==> src/rtl/pcie_pkg.sv <==
// Shared definitions for the four-VC pop scheduler: state encodings,
// channel count, readout selector values and a small one-hot helper.
package pcie_pkg;

    localparam int unsigned NUM_VC  = 4;
    localparam int unsigned STATE_W = 3;
    localparam int unsigned IDX_W   = 3;
    localparam int unsigned PTR_W   = 2;

    localparam logic [IDX_W-1:0] IDX_TOTAL = 3'd4;

    typedef enum logic [STATE_W-1:0] {
        ST_RESET  = 3'd0,
        ST_INIT   = 3'd1,
        ST_IDLE   = 3'd2,
        ST_ACTIVE = 3'd3,
        ST_ERROR  = 3'd4
    } state_e;

    // Index of the set bit in a one-hot channel vector (0 when empty).
    function automatic logic [PTR_W-1:0] onehot_to_idx(input logic [NUM_VC-1:0] oh);
        logic [PTR_W-1:0] res;
        res = '0;
        for (int unsigned i = 0; i < NUM_VC; i++) begin
            if (oh[i]) begin
                res = PTR_W'(i);
            end
        end
        return res;
    endfunction

endpackage

==> src/rtl/rr_arbiter4.sv <==
// Combinational four-way round-robin arbiter: first requester at or after
// the pointer, wrapping modulo four, receives a one-hot grant.
module rr_arbiter4
    import pcie_pkg::*;
(
    input  logic [NUM_VC-1:0] req_i,
    input  logic [PTR_W-1:0]  ptr_i,
    output logic [NUM_VC-1:0] gnt_c_o
);

    logic             found;
    logic [PTR_W-1:0] pos;

    always_comb begin
        gnt_c_o = '0;
        found   = 1'b0;
        pos     = '0;
        for (int unsigned k = 0; k < NUM_VC; k++) begin
            // 2-bit addition wraps the search naturally at NUM_VC
            pos = ptr_i + PTR_W'(k);
            if (!found && req_i[pos]) begin
                gnt_c_o[pos] = 1'b1;
                found        = 1'b1;
            end
        end
    end

endmodule

==> src/rtl/vc_pop_scheduler.sv <==
// Control block for the four-VC FIFO datapath: phase FSM, threshold latch,
// urgency-aware round-robin pop arbitration, backpressure and pop counters.
module vc_pop_scheduler
    import pcie_pkg::*;
#(
    parameter int unsigned UMBRALES_L_H = 8,
    parameter int unsigned CNT_W        = 5
) (
    input  logic                    clk,
    input  logic                    reset_L,
    input  logic                    init,
    input  logic [UMBRALES_L_H-1:0] umbral_L_in,
    input  logic [UMBRALES_L_H-1:0] umbral_H_in,
    input  logic [NUM_VC-1:0]       vc_empty,
    input  logic [NUM_VC-1:0]       vc_almost_full,
    input  logic [NUM_VC-1:0]       out_ready,
    input  logic [NUM_VC-1:0]       fifo_error,
    input  logic                    req,
    input  logic [IDX_W-1:0]        idx,
    output logic [UMBRALES_L_H-1:0] umbral_L,
    output logic [UMBRALES_L_H-1:0] umbral_H,
    output logic [NUM_VC-1:0]       pop,
    output logic                    pause,
    output logic                    idle,
    output logic                    error_out,
    output logic [STATE_W-1:0]      state,
    output logic [CNT_W-1:0]        cnt_out,
    output logic                    cnt_valid
);

    state_e                  state_q, state_d;
    logic [UMBRALES_L_H-1:0] umbral_l_q, umbral_l_d;
    logic [UMBRALES_L_H-1:0] umbral_h_q, umbral_h_d;
    logic [NUM_VC-1:0]       pop_q, pop_d;
    logic [PTR_W-1:0]        rr_ptr_q, rr_ptr_d;
    logic                    pause_q, pause_d;
    logic                    idle_q, idle_d;
    logic                    error_q, error_d;

    logic [CNT_W-1:0]        cnt_q [NUM_VC];
    logic [CNT_W-1:0]        total_q;
    logic [CNT_W-1:0]        cnt_out_q;
    logic                    cnt_valid_q;
    logic [CNT_W-1:0]        rd_val_c;

    logic [NUM_VC-1:0]       elig_c;
    logic [NUM_VC-1:0]       urgent_c;
    logic [NUM_VC-1:0]       arb_req_c;
    logic [NUM_VC-1:0]       gnt_c;

    // The last-cycle pop term keeps a 1-entry FIFO from being popped twice
    assign elig_c    = ~vc_empty & out_ready & ~pop_q;
    assign urgent_c  = elig_c & vc_almost_full;
    assign arb_req_c = (|urgent_c) ? urgent_c : elig_c;

    rr_arbiter4 u_arb (
        .req_i   (arb_req_c),
        .ptr_i   (rr_ptr_q),
        .gnt_c_o (gnt_c)
    );

    always_ff @(posedge clk or negedge reset_L) begin
        if (!reset_L) begin
            state_q    <= ST_RESET;
            umbral_l_q <= '0;
            umbral_h_q <= '0;
            pop_q      <= '0;
            rr_ptr_q   <= '0;
            pause_q    <= 1'b1;
            idle_q     <= 1'b0;
            error_q    <= 1'b0;
        end else begin
            state_q    <= state_d;
            umbral_l_q <= umbral_l_d;
            umbral_h_q <= umbral_h_d;
            pop_q      <= pop_d;
            rr_ptr_q   <= rr_ptr_d;
            pause_q    <= pause_d;
            idle_q     <= idle_d;
            error_q    <= error_d;
        end
    end

    always_comb begin
        state_d    = state_q;
        umbral_l_d = umbral_l_q;
        umbral_h_d = umbral_h_q;
        pop_d      = '0;
        rr_ptr_d   = rr_ptr_q;
        pause_d    = 1'b1;
        idle_d     = 1'b0;
        error_d    = 1'b0;

        unique case (state_q)
            ST_RESET: state_d = ST_INIT;
            ST_INIT: begin
                if (!init) begin
                    state_d = (umbral_l_q >= umbral_h_q) ? ST_ERROR : ST_IDLE;
                end
            end
            ST_IDLE, ST_ACTIVE: begin
                if (|fifo_error) begin
                    state_d = ST_ERROR;
                end else if (init) begin
                    state_d = ST_INIT;
                end else if ((state_q == ST_IDLE) && !(&vc_empty)) begin
                    state_d = ST_ACTIVE;
                end else if ((state_q == ST_ACTIVE) && (&vc_empty)) begin
                    state_d = ST_IDLE;
                end
            end
            ST_ERROR: state_d = ST_ERROR;
            default:  state_d = ST_ERROR;
        endcase

        if (state_q == ST_INIT) begin
            umbral_l_d = umbral_L_in;
            umbral_h_d = umbral_H_in;
        end

        // Grants only while staying in ACTIVE, so leaving it drops pop next cycle
        if ((state_q == ST_ACTIVE) && (state_d == ST_ACTIVE) && (|gnt_c)) begin
            pop_d    = gnt_c;
            rr_ptr_d = onehot_to_idx(gnt_c) + PTR_W'(1);
        end

        if ((state_d == ST_IDLE) || (state_d == ST_ACTIVE)) begin
            pause_d = |vc_almost_full;
        end
        idle_d  = (state_d == ST_IDLE) && (&vc_empty);
        error_d = (state_d == ST_ERROR);
    end

    // Pop counters: cleared in INIT; a pop already on the bus always counts
    always_ff @(posedge clk or negedge reset_L) begin
        if (!reset_L) begin
            for (int unsigned i = 0; i < NUM_VC; i++) begin
                cnt_q[i] <= '0;
            end
            total_q <= '0;
        end else if (state_q == ST_INIT) begin
            for (int unsigned i = 0; i < NUM_VC; i++) begin
                cnt_q[i] <= '0;
            end
            total_q <= '0;
        end else begin
            for (int unsigned i = 0; i < NUM_VC; i++) begin
                if (pop_q[i]) begin
                    cnt_q[i] <= cnt_q[i] + CNT_W'(1);
                end
            end
            if (|pop_q) begin
                total_q <= total_q + CNT_W'(1);
            end
        end
    end

    always_comb begin
        rd_val_c = '0;
        if (idx < IDX_W'(NUM_VC)) begin
            rd_val_c = cnt_q[idx[PTR_W-1:0]];
        end else if (idx == IDX_TOTAL) begin
            rd_val_c = total_q;
        end
    end

    // Readout samples pre-increment counter values
    always_ff @(posedge clk or negedge reset_L) begin
        if (!reset_L) begin
            cnt_out_q   <= '0;
            cnt_valid_q <= 1'b0;
        end else begin
            cnt_valid_q <= 1'b0;
            if (req && (state_q != ST_RESET)) begin
                cnt_out_q   <= rd_val_c;
                cnt_valid_q <= 1'b1;
            end
        end
    end

    assign umbral_L  = umbral_l_q;
    assign umbral_H  = umbral_h_q;
    assign pop       = pop_q;
    assign pause     = pause_q;
    assign idle      = idle_q;
    assign error_out = error_q;
    assign state     = state_q;
    assign cnt_out   = cnt_out_q;
    assign cnt_valid = cnt_valid_q;

endmodule
==> config.mk <==
export PLATFORM = sky130hd
export DESIGN_NAME = vc_pop_scheduler
export DESIGN_NICKNAME = d
export VERILOG_FILES = /design/src/rtl/pcie_pkg.sv /design/src/rtl/rr_arbiter4.sv /design/src/rtl/vc_pop_scheduler.sv
export SDC_FILE = /design/constraint.sdc
export NUM_CORES = 1
export LEC_CHECK = 0
export CAP_MARGIN = 20
export CORE_MARGIN = 4
export CORE_UTILIZATION = 52
export CTS_CLUSTER_DIAMETER = 60
export DETAILED_ROUTE_END_ITERATION = 8
export PLACE_DENSITY = 0.81
export SETUP_SLACK_MARGIN = 0.3
export SLEW_MARGIN = 20
export SYNTH_ARGS = -nofsm -noshare
export SYNTH_HDL_FRONTEND = slang
export SYNTH_SLANG_ARGS = --single-unit
==> constraint.sdc <==
create_clock -name clk -period 3.6 [get_ports clk]
set_input_delay 0.36 -clock clk [delete_from_list [all_inputs] [get_ports clk]]
set_output_delay 0.36 -clock clk [all_outputs]
set_load 0.01 [all_outputs]
==> results.yml, run 1 <==
die:
  die_width_um: 90.54
  die_height_um: 90.54
  num_io_pins: 71
  initial_utilization_pct: 54.54
  fp.coreArea_um2: 6495
  rows: 29
  die_area_um2: 8197
synth:
  yosys-top-cells-area: "dfrtp_1 (41%), ha_1 (7.1%), xor2_1 (3.7%), nor2_1 (3.6%), mux4_2 (3.2%)"
  syn-cell-area_um2: 3542
  syn_nets: 392
  synth_flop_cell: "dfrtp_1"
  yosysSeqAreaShare_pct: 41.72
  synth_cell_types: 70
  netlist.area_leader.share_pct: 40.97
  async_flop_share_pct: 100.0
  synth_enable_flop_cells: 0
  syn_inst: 333
  synth.avg_cell_area_um2: 10.64
  yosysTopAreaCell: "dfrtp_1"
  ys_seq_elements: 59
  synth_commonest_cells: "dfrtp_1 (58), nor2_1 (34), nand2_1 (25)"
  synthMostInstantiatedCell: "dfrtp_1"
  yosysWarningCount: 0
clocking:
  cts.path.max_buffers: 2
  cts_hold_buf: 0
  cts_setup_buffers: 0
  root_buffer: "clkbuf_8"
  cts_sinks: 59
  cts_tree: "built"
  cts_buffers: 9
  cts.repair.resized: 0
  clk_latency_ns: 0.33
  htreeDepth: 3
  path_clk_slew_ns: 0.07
cells_and_area:
  finish.net_count: 461
  antenna_cells: 0
  area_growth_pct: 25.86
  design_area_um2: 4458
  drive_gt1_share_pct: 12.78
  fillCellCount: 512
  fin_cells: 484
  fin_util_pct: 68.64
global_routing:
  grt_use_met1_pct: 25.64
  globalRouteOverflowTotal: 0
  use_met3_pct: 3.417
  track_usage_pct: 20.70
  top_usage_layer: "met2"
  use_met2_pct: 35.21
  grt_pass1_wl_um: 13940
  grt_max_degree: 52
  grt_pass1_vias: 2881
  grt_antenna_before_repair: 0
placement:
  place_congestion: 0.9731
  place_area_um2: 4283
  post-dp-hpwl_um: 6175
  port_buffers: 70
  placed_cells: 468
timing:
  skew_ns: 0.009921
  fin_setup_tns_ns: 0
  maxSlewHeadroom_pct: 60.08
  max_freq_mhz: 333.0
  tightest_slew_ns: 0.5988
  rsz0062_at_grt: "false"
  finalCriticalPeriod_ns: 3.003
  hold_viol: 0
  final-max-slew-violation-count: 0
  setup_viol: 0
  finalCritPeriodShare_pct: 83.41
route:
  avgViaCountPerCell: 5.884
  num_vias: 2848
  postRouteAntennaNets: 0
  wire_per_inst_um: 16.86
  drtIter0Drc: 186
  drc: 0
  wl_um: 8161
  dr.pass1.iters: 4
power:
  irDropWorstVdd_v: 0.0001922
  p_per_area_nw_per_um2: 489.2
  p_total_mw: 2.181
  p_leak_nw: 1.975
setup_path:
  crit_arrival_ns: 3.19
  critPathMaxFanout: 8
  worst-setup-path-type: "reg2reg"
  worstSetupEndpointType: "register"
  worst_setup_path_start_kind: "register"
  cp.required_ns: 3.79
run:
  cap_violations: 0
status:
  status: "completed"
worst_hold_path:
  hold_path_class: "in2async"
-- cells in the final DEF, fill, tap and decap left out, types with 3 or more instances in the layout --
cell type / synthesis / final
o21ai_0: 16 / 16
mux2_2: 8 / 8
a211o_1: 3 / 3
nand2_1: 25 / 25
a221oi_2: 4 / 4
inv_1: 21 / 21
mux4_2: 5 / 5
clkdlybuf4s50_1: 0 / 69
clkbuf_8: 0 / 11
xnor2_1: 5 / 5
dfrtp_1: 58 / 58
mux2i_1: 8 / 8
clkbuf_1: 9 / 3
nor3_1: 4 / 4
buf_4: 1 / 5
a21o_1: 4 / 4
ha_1: 20 / 20
xor2_1: 15 / 15
nand4bb_1: 4 / 4
nor3b_1: 3 / 3
nor2_1: 34 / 34
a22oi_1: 7 / 7
nand4_1: 14 / 14
-- state kept, by name (all words and copies together) (netlist names) --
signal,count
state,3
cnt_q,20
umbral_L,8
rr_ptr_q,2
total_q,5
pop,4
pause,1
cnt_valid,1
idle,1
umbral_H,8
error_out,1
cnt_out,5
-- critical path, stage by stage, from the launching register on --
cell	delay, ns
dfrtp_1	0.51
inv_1	0.16
ha_1	0.51
inv_1	0.13
a211o_1	0.26
a221oi_2	0.37
or2_4	0.21
nor2_2	0.06
a221oi_2	0.30
nor2b_1	0.24
o32ai_2	0.10
-- metal layers --
metal / up-vias / wire length [µm]
met5: - / 0
met4: 0 / 233
met3: 20 / 327
met2: 85 / 4050
met1: 1384 / 3549
li1: 1359 / -
-- cell families after synthesis --
logic type      share of synthesized area, %
buf+inv                                4.522
xor+xnor                               4.945
compound gates                         16.21
fa+ha+maj                              7.065
mux                                    7.983
flops                                  41.72
simple gates                           17.56
-- layout make-up --
| type | instances | area, µm² | area share (%) |
|---|---|---|---|
| clock buffer | 14 | 162.7 | 3.649 |
| clock inverter | 2 | 10.01 | 0.2245 |
| inverter | 21 | 78.83 | 1.768 |
| multi-input combinational | 237 | 1904 | 42.72 |
| sequential | 59 | 1478 | 33.15 |
| tap | 77 | 96.34 | 2.161 |
| timing repair buffer | 74 | 728.2 | 16.33 |
-- where the power goes --
| group | internal (mW) | leakage (nW) | switching, mW |
|---|---|---|---|
| combinational | 0.428 | 1.11 | 0.376 |
| clock | 0.286 | 0.0905 | 0.240 |
| sequential | 0.774 | 0.777 | 0.0771 |
-- per-stage QoR --
step | hold WS [ns] | setup slack (ns)
3_5_place_dp | 0.4801 | 0.5253
5_1_grt | 0.07844 | 0.3858
4_1_cts | 0.2505 | 0.6509
2_1_floorplan | 0.06441 | 0.5990
6_report | 0.02820 | 0.5971
3_3_place_gp | 0.4642 | 0.6207
-- path summary, 6_finish.rpt --
kind | start | to | slack, ns | cells past startpoint
max in group asynchronous | reset_L | cnt_q[2] | 2.93 | 2
max reg2reg | rr_ptr_q[1] | rr_ptr_q[1] | 0.60 | 10
min | reset_L | umbral_H[2] | 0.03 | 1
min reg2reg | cnt_out[3] | cnt_out[3] | 0.49 | 2
max | rr_ptr_q[1] | rr_ptr_q[1] | 0.60 | 10
min in group clk | cnt_out[3] | cnt_out[3] | 0.49 | 2
No activity file was read; power rests on OpenSTA's default activity.
==> run 2, diff against run 1 <==
CORE_UTILIZATION = 47   (was 52)
PLACE_DENSITY = 0.77   (was 0.81)
clock period = 2.75 ns   (was 3.6 ns; I/O delays follow)
==> run 2 against run 1 <==
  * Global-route usage up 1.0 points
  * Critical endpoint unchanged
  * Core utilization grew 1.7 points
  * Clock-buffer cell count down 1
  * Largest cell class unchanged
  * Highest routed layer unchanged
  * Sequential power is 32% higher
  * Critical path type unchanged
  * Maximum frequency increased by 18%
==> results.yml, run 2 (synthesized netlist as in run 1, its figures left out) <==
timing:
  finalCritPeriodShare_pct: 92.67
  setup_viol: 0
  fin_ws_ns: 0.2017
  finalCriticalPeriod_ns: 2.548
  rsz0062_at_grt: "true"
  final-max-slew-violation-count: 0
  tightest_slew_ns: 0.6984
  skew_ns: 0.008992
  maxSlewHeadroom_pct: 53.44
  fin_setup_tns_ns: 0
  hold_viol: 0
  max_freq_mhz: 392.4
die:
  rows: 31
  num_io_pins: 71
  die_area_um2: 8989
  die_width_um: 94.81
  initial_utilization_pct: 48.58
  die_height_um: 94.81
  fp.coreArea_um2: 7292
setup_path:
  crit_path_top_delay_cell: "dfrtp_2"
  crit_arrival_ns: 2.78
  crit_chain: "nand4bb_2, a31o_2, a22oi_1, mux2i_2, nor2_4, a221oi_4, inv_1, o32ai_2"
  slowest_delay_ns: 0.45
  cp.required_ns: 2.98
  critPathMaxFanout: 6
  worst_setup_path_start_kind: "register"
  worstSetupEndpointType: "register"
  worst-setup-path-type: "reg2reg"
power:
  p_leak_nw: 2.243
  p_per_area_nw_per_um2: 639.6
  irDropWorstVdd_v: 0.0003778
placement:
  post-dp-hpwl_um: 6738
  place_congestion: 0.8509
  port_buffers: 70
  pre_cts_ws_ns: -0.1378
global_routing:
  globalRouteOverflowTotal: 0
  grt_max_degree: 52
  grt_antenna_before_repair: 0
  top_usage_layer: "met2"
  grt_pass1_wl_um: 15290
  grt_use_met1_pct: 24.80
  use_met3_pct: 5.259
  use_met2_pct: 39.75
  grt_pass1_vias: 3184
  track_usage_pct: 21.70
route:
  wl_um: 9393
  num_vias: 3077
  drtIter0Drc: 149
  dr.pass1.iters: 4
  avgViaCountPerCell: 5.636
  postRouteAntennaNets: 0
  drc: 0
  wire_per_inst_um: 17.20
clocking:
  root_buffer: "clkbuf_8"
  cts_sinks: 59
  clk_latency_ns: 0.33
  cts_tree: "built"
  htreeDepth: 3
  cts.path.max_buffers: 2
  cts_buffers: 9
  path_clk_slew_ns: 0.07
cells_and_area:
  area_growth_pct: 44.72
  antenna_cells: 0
  finish.net_count: 501
  drive_gt1_share_pct: 28.19
  layout_common_cells: "clkdlybuf4s50_1 (66), dfrtp_1 (56), buf_4 (42)"
  final_common_cell: "clkdlybuf4s50_1"
  largest_reg_flops: 20
  regMostFlops: "cnt_q"
  fin_util_pct: 70.30
run:
  cap_violations: 0
worst_hold_path:
  hold_path_class: "reg2reg"
status:
  status: "completed"
==> run 2: power by group <==
part	internal, mW	switching (mW)
Clock	0.587	0.335
Combinational	0.678	0.561
Sequential	1.01	0.104
Total	2.28	1.00
==> run 2: area by class of cell <==
type,instances,area [µm²]
clock inverters,3,68.82
clock buffers,13,168.9
flip-flops and latches,59,1480
repair buffers,114,1028
fillers,551,2166
well taps,99,123.9
inverters,21,86.33
multi-input cells,237,2170
==> run 2: what timing repair did <==
item                                    CTS  global route
hold buffers                              1             0
endpoints found under the hold margin     3             0
pin swaps                                 8            13
endpoints found under the setup margin    6             9
gates resized for setup                  21            25
buffers inserted                          9             5
==> run 2: final timing paths <==
kind | startpoint | end | slack (ns) | depth (start not counted)
worst max register to register | pop[3] | rr_ptr_q[1] | 0.20 | 8
worst min-delay path | cnt_out[4] | cnt_out[4] | 0.49 | 2
worst max-delay path | pop[3] | rr_ptr_q[1] | 0.20 | 8
min in group asynchronous | reset_L | umbral_H[2] | 0.53 | 2
worst min register to register | cnt_out[4] | cnt_out[4] | 0.49 | 2
max in group asynchronous | reset_L | pop[3] | 1.53 | 3
==> run 2: per-layer routing <==
| layer | vias up | share of wire, % |
|---|---|---|
| met1 | 1509 | 39 |
| li1 | 1449 | - |
| met3 | 18 | 5.4 |
| met4 | 0 | 1.4 |
| met5 | - | 0 |
| met2 | 101 | 54 |
==> run 2: per-stage QoR <==
| stage | hold slack (ns) | total power [mW] | cells | cell area, µm² |
|---|---|---|---|---|
| floorplan | -0.02059 | 1.724 | 333 | 3597 |
| global placement | 0.3624 | 2.201 | 515 | 4536 |
| detailed placement | 0.3609 | 2.247 | 515 | 4536 |
| CTS | 0.4953 | 3.199 | 541 | 4952 |
| global route | 0.5227 | 3.472 | 546 | 5126 |
| finish | 0.4948 | 3.279 | 546 | 5126 |
==> run 2: critical path: cells and delay by family, from the launching register on <==
family | cells | cell delay (ns)
AO/OA/AOI/OAI | 4 | 1.15
multiplexers | 1 | 0.32
AND/OR/NAND/NOR | 2 | 0.45
buffers and inverters | 1 | 0.09
flip-flops | 1 | 0.45
==> run 3, diff against run 2 <==
--- a/config.mk
+++ b/config.mk
@@ -11,4 +11,5 @@
 export CTS_CLUSTER_DIAMETER = 60
 export DETAILED_ROUTE_END_ITERATION = 8
+export GPL_ROUTABILITY_DRIVEN = 0
 export PLACE_DENSITY = 0.77
 export SETUP_SLACK_MARGIN = 0.3
==> constraint.sdc (replaced) <==
create_clock -name clk -period 2.75 [get_ports clk]
set_input_delay 0.55 -clock clk [delete_from_list [all_inputs] [get_ports clk]]
set_output_delay 0.55 -clock clk [all_outputs]
set_load 0.01 [all_outputs]
==> run 3 against run 2 <==
  * Non-clock buffer count up 1
  * Hold slack got worse by 0.35 ns
  * Register-to-register slack improved by 0.04 ns
  * First-iteration DRC count decreased by 24%
  * Sequential power about the same
  * Setup slack better by 0.016 ns
  * Clock power shrank 18%
  * Largest cell class unchanged
  * Highest routed layer unchanged
==> results.yml, run 3 (synthesized netlist as in run 1, its figures left out) <==
run:
  cap_violations: 0
clocking:
  clk_latency_ns: 0.34
  cts_sinks: 59
  cts_tree: "built"
  cts_buffers: 9
  path_clk_slew_ns: 0.07
  htreeDepth: 3
  cts.path.max_buffers: 2
  root_buffer: "clkbuf_8"
global_routing:
  top_usage_layer: "met2"
  grt_use_met1_pct: 25.64
  grt_pass1_wl_um: 15300
  grt_antenna_before_repair: 0
  grt_max_degree: 27
  grt_pass1_vias: 3132
  globalRouteOverflowTotal: 0
  track_usage_pct: 21.85
  use_met3_pct: 4.064
  use_met2_pct: 39.05
placement:
  place_area_um2: 4558
  port_buffers: 70
  post-dp-hpwl_um: 6778
power:
  p_leak_nw: 2.242
  p_per_area_nw_per_um2: 614.2
  irDropWorstVdd_v: 0.0003482
route:
  dr.pass1.iters: 4
  avgViaCountPerCell: 5.603
  drtIter0Drc: 113
  drc: 0
  postRouteAntennaNets: 0
  wire_per_inst_um: 17.22
  num_vias: 3065
  wl_um: 9421
die:
  initial_utilization_pct: 48.58
  die_height_um: 94.81
  fp.coreArea_um2: 7292
  num_io_pins: 71
  die_width_um: 94.81
  rows: 31
  die_area_um2: 8989
status:
  status: "completed"
setup_path:
  worst_setup_path_start_kind: "input pin"
  critPathMaxFanout: 5
  cp.required_ns: 2.97
  crit_arrival_ns: 2.75
  worst-setup-path-type: "in2reg"
  worstSetupEndpointType: "register"
cells_and_area:
  final_common_cell: "clkdlybuf4s50_1"
  antenna_cells: 0
  area_growth_pct: 43.45
  finish.net_count: 502
  drive_gt1_share_pct: 29.46
  largest_reg_flops: 20
  regMostFlops: "cnt_q"
  fillCellCount: 566
  design_area_um2: 5081
  layout_common_cells: "clkdlybuf4s50_1 (57), dfrtp_1 (55), buf_4 (43)"
timing:
  setup_viol: 0
  max_freq_mhz: 394.8
  skew_ns: 0.008480
  final-max-slew-violation-count: 0
  maxSlewHeadroom_pct: 67.36
  rsz0062_at_grt: "true"
  finalCritPeriodShare_pct: 92.10
  finalCriticalPeriod_ns: 2.533
  hold_slack_ns: 0.1414
  tightest_slew_ns: 0.4859
  hold_viol: 0
worst_hold_path:
  hold_path_class: "in2async"
## run 3: layout make-up
type	instances	area (µm²)	area share, %
Timing Repair Buffer	115	1017	20.02
Clock inverter	5	53.80	1.059
Tap cell	99	123.9	2.438
Multi-Input combinational cell	237	2187	43.04
Inverter	21	86.33	1.699
Clock buffer	11	131.4	2.586
Sequential cell	59	1481	29.16
## run 3: path summary, 6_finish.rpt
check	slack (ns)	cells after the start	startpoint	endpoint
max	0.22	10	vc_empty[3]	rr_ptr_q[0]
min	0.14	1	reset_L	umbral_L[1]
max reg2reg	0.24	9	pop[3]	rr_ptr_q[0]
min reg2reg	0.49	2	cnt_out[4]	cnt_out[4]
max in group asynchronous	1.96	2	reset_L	rr_ptr_q[0]
min in group clk	0.49	2	cnt_out[4]	cnt_out[4]
## run 3: worst max-delay path, cell delays in order
cell and delay (ns):
dlygate4sd2_1 0.28, buf_4 0.17, nor4bb_2 0.30, nand4_1 0.20
and4_4 0.24, or2_4 0.28, and3_1 0.19, a211oi_2 0.23
and4b_1 0.26, a211oi_2 0.05
## run 3: routing by layer
| metal | wire [µm] | part of all wire, % |
|---|---|---|
| met5 | 0 | 0 |
| met3 | 454 | 4.8 |
| met2 | 4974 | 53 |
| met1 | 3794 | 40 |
| met4 | 198 | 2.1 |
## run 3: where the power goes
group	internal (mW)	switching [mW]	leakage, nW
Combinational	0.681	0.572	1.37
Sequential	1.01	0.102	0.772
Clock	0.415	0.338	0.0971
Total	2.11	1.01	2.24
## run 3: through the flow
stage / std cells / power, mW / TNS, ns / utilization (%) / setup WS, ns
2_1_floorplan: 333 / 1.724 / 0 / - / 0.2414
3_3_place_gp: 518 / 2.208 / -1.533 / 62.51 / -0.3606
3_5_place_dp: 518 / 2.258 / -2.003 / 62.51 / -0.4432
4_1_cts: 543 / 3.102 / 0 / 68.38 / 0.1609
5_1_grt: 547 / 3.305 / 0 / 69.68 / 0.1143
6_report: 547 / 3.121 / 0 / 69.68 / 0.2173
## run 3: timing repair
| item | in CTS | in global routing |
|---|---|---|
| hold buffers | 0 | 0 |
| gates resized for setup | 45 | 21 |
| setup buffers | 9 | 4 |
| setup endpoints to repair | 8 | 8 |
| pin swaps | 28 | 19 |
| hold endpoints to repair | 0 | 0 |
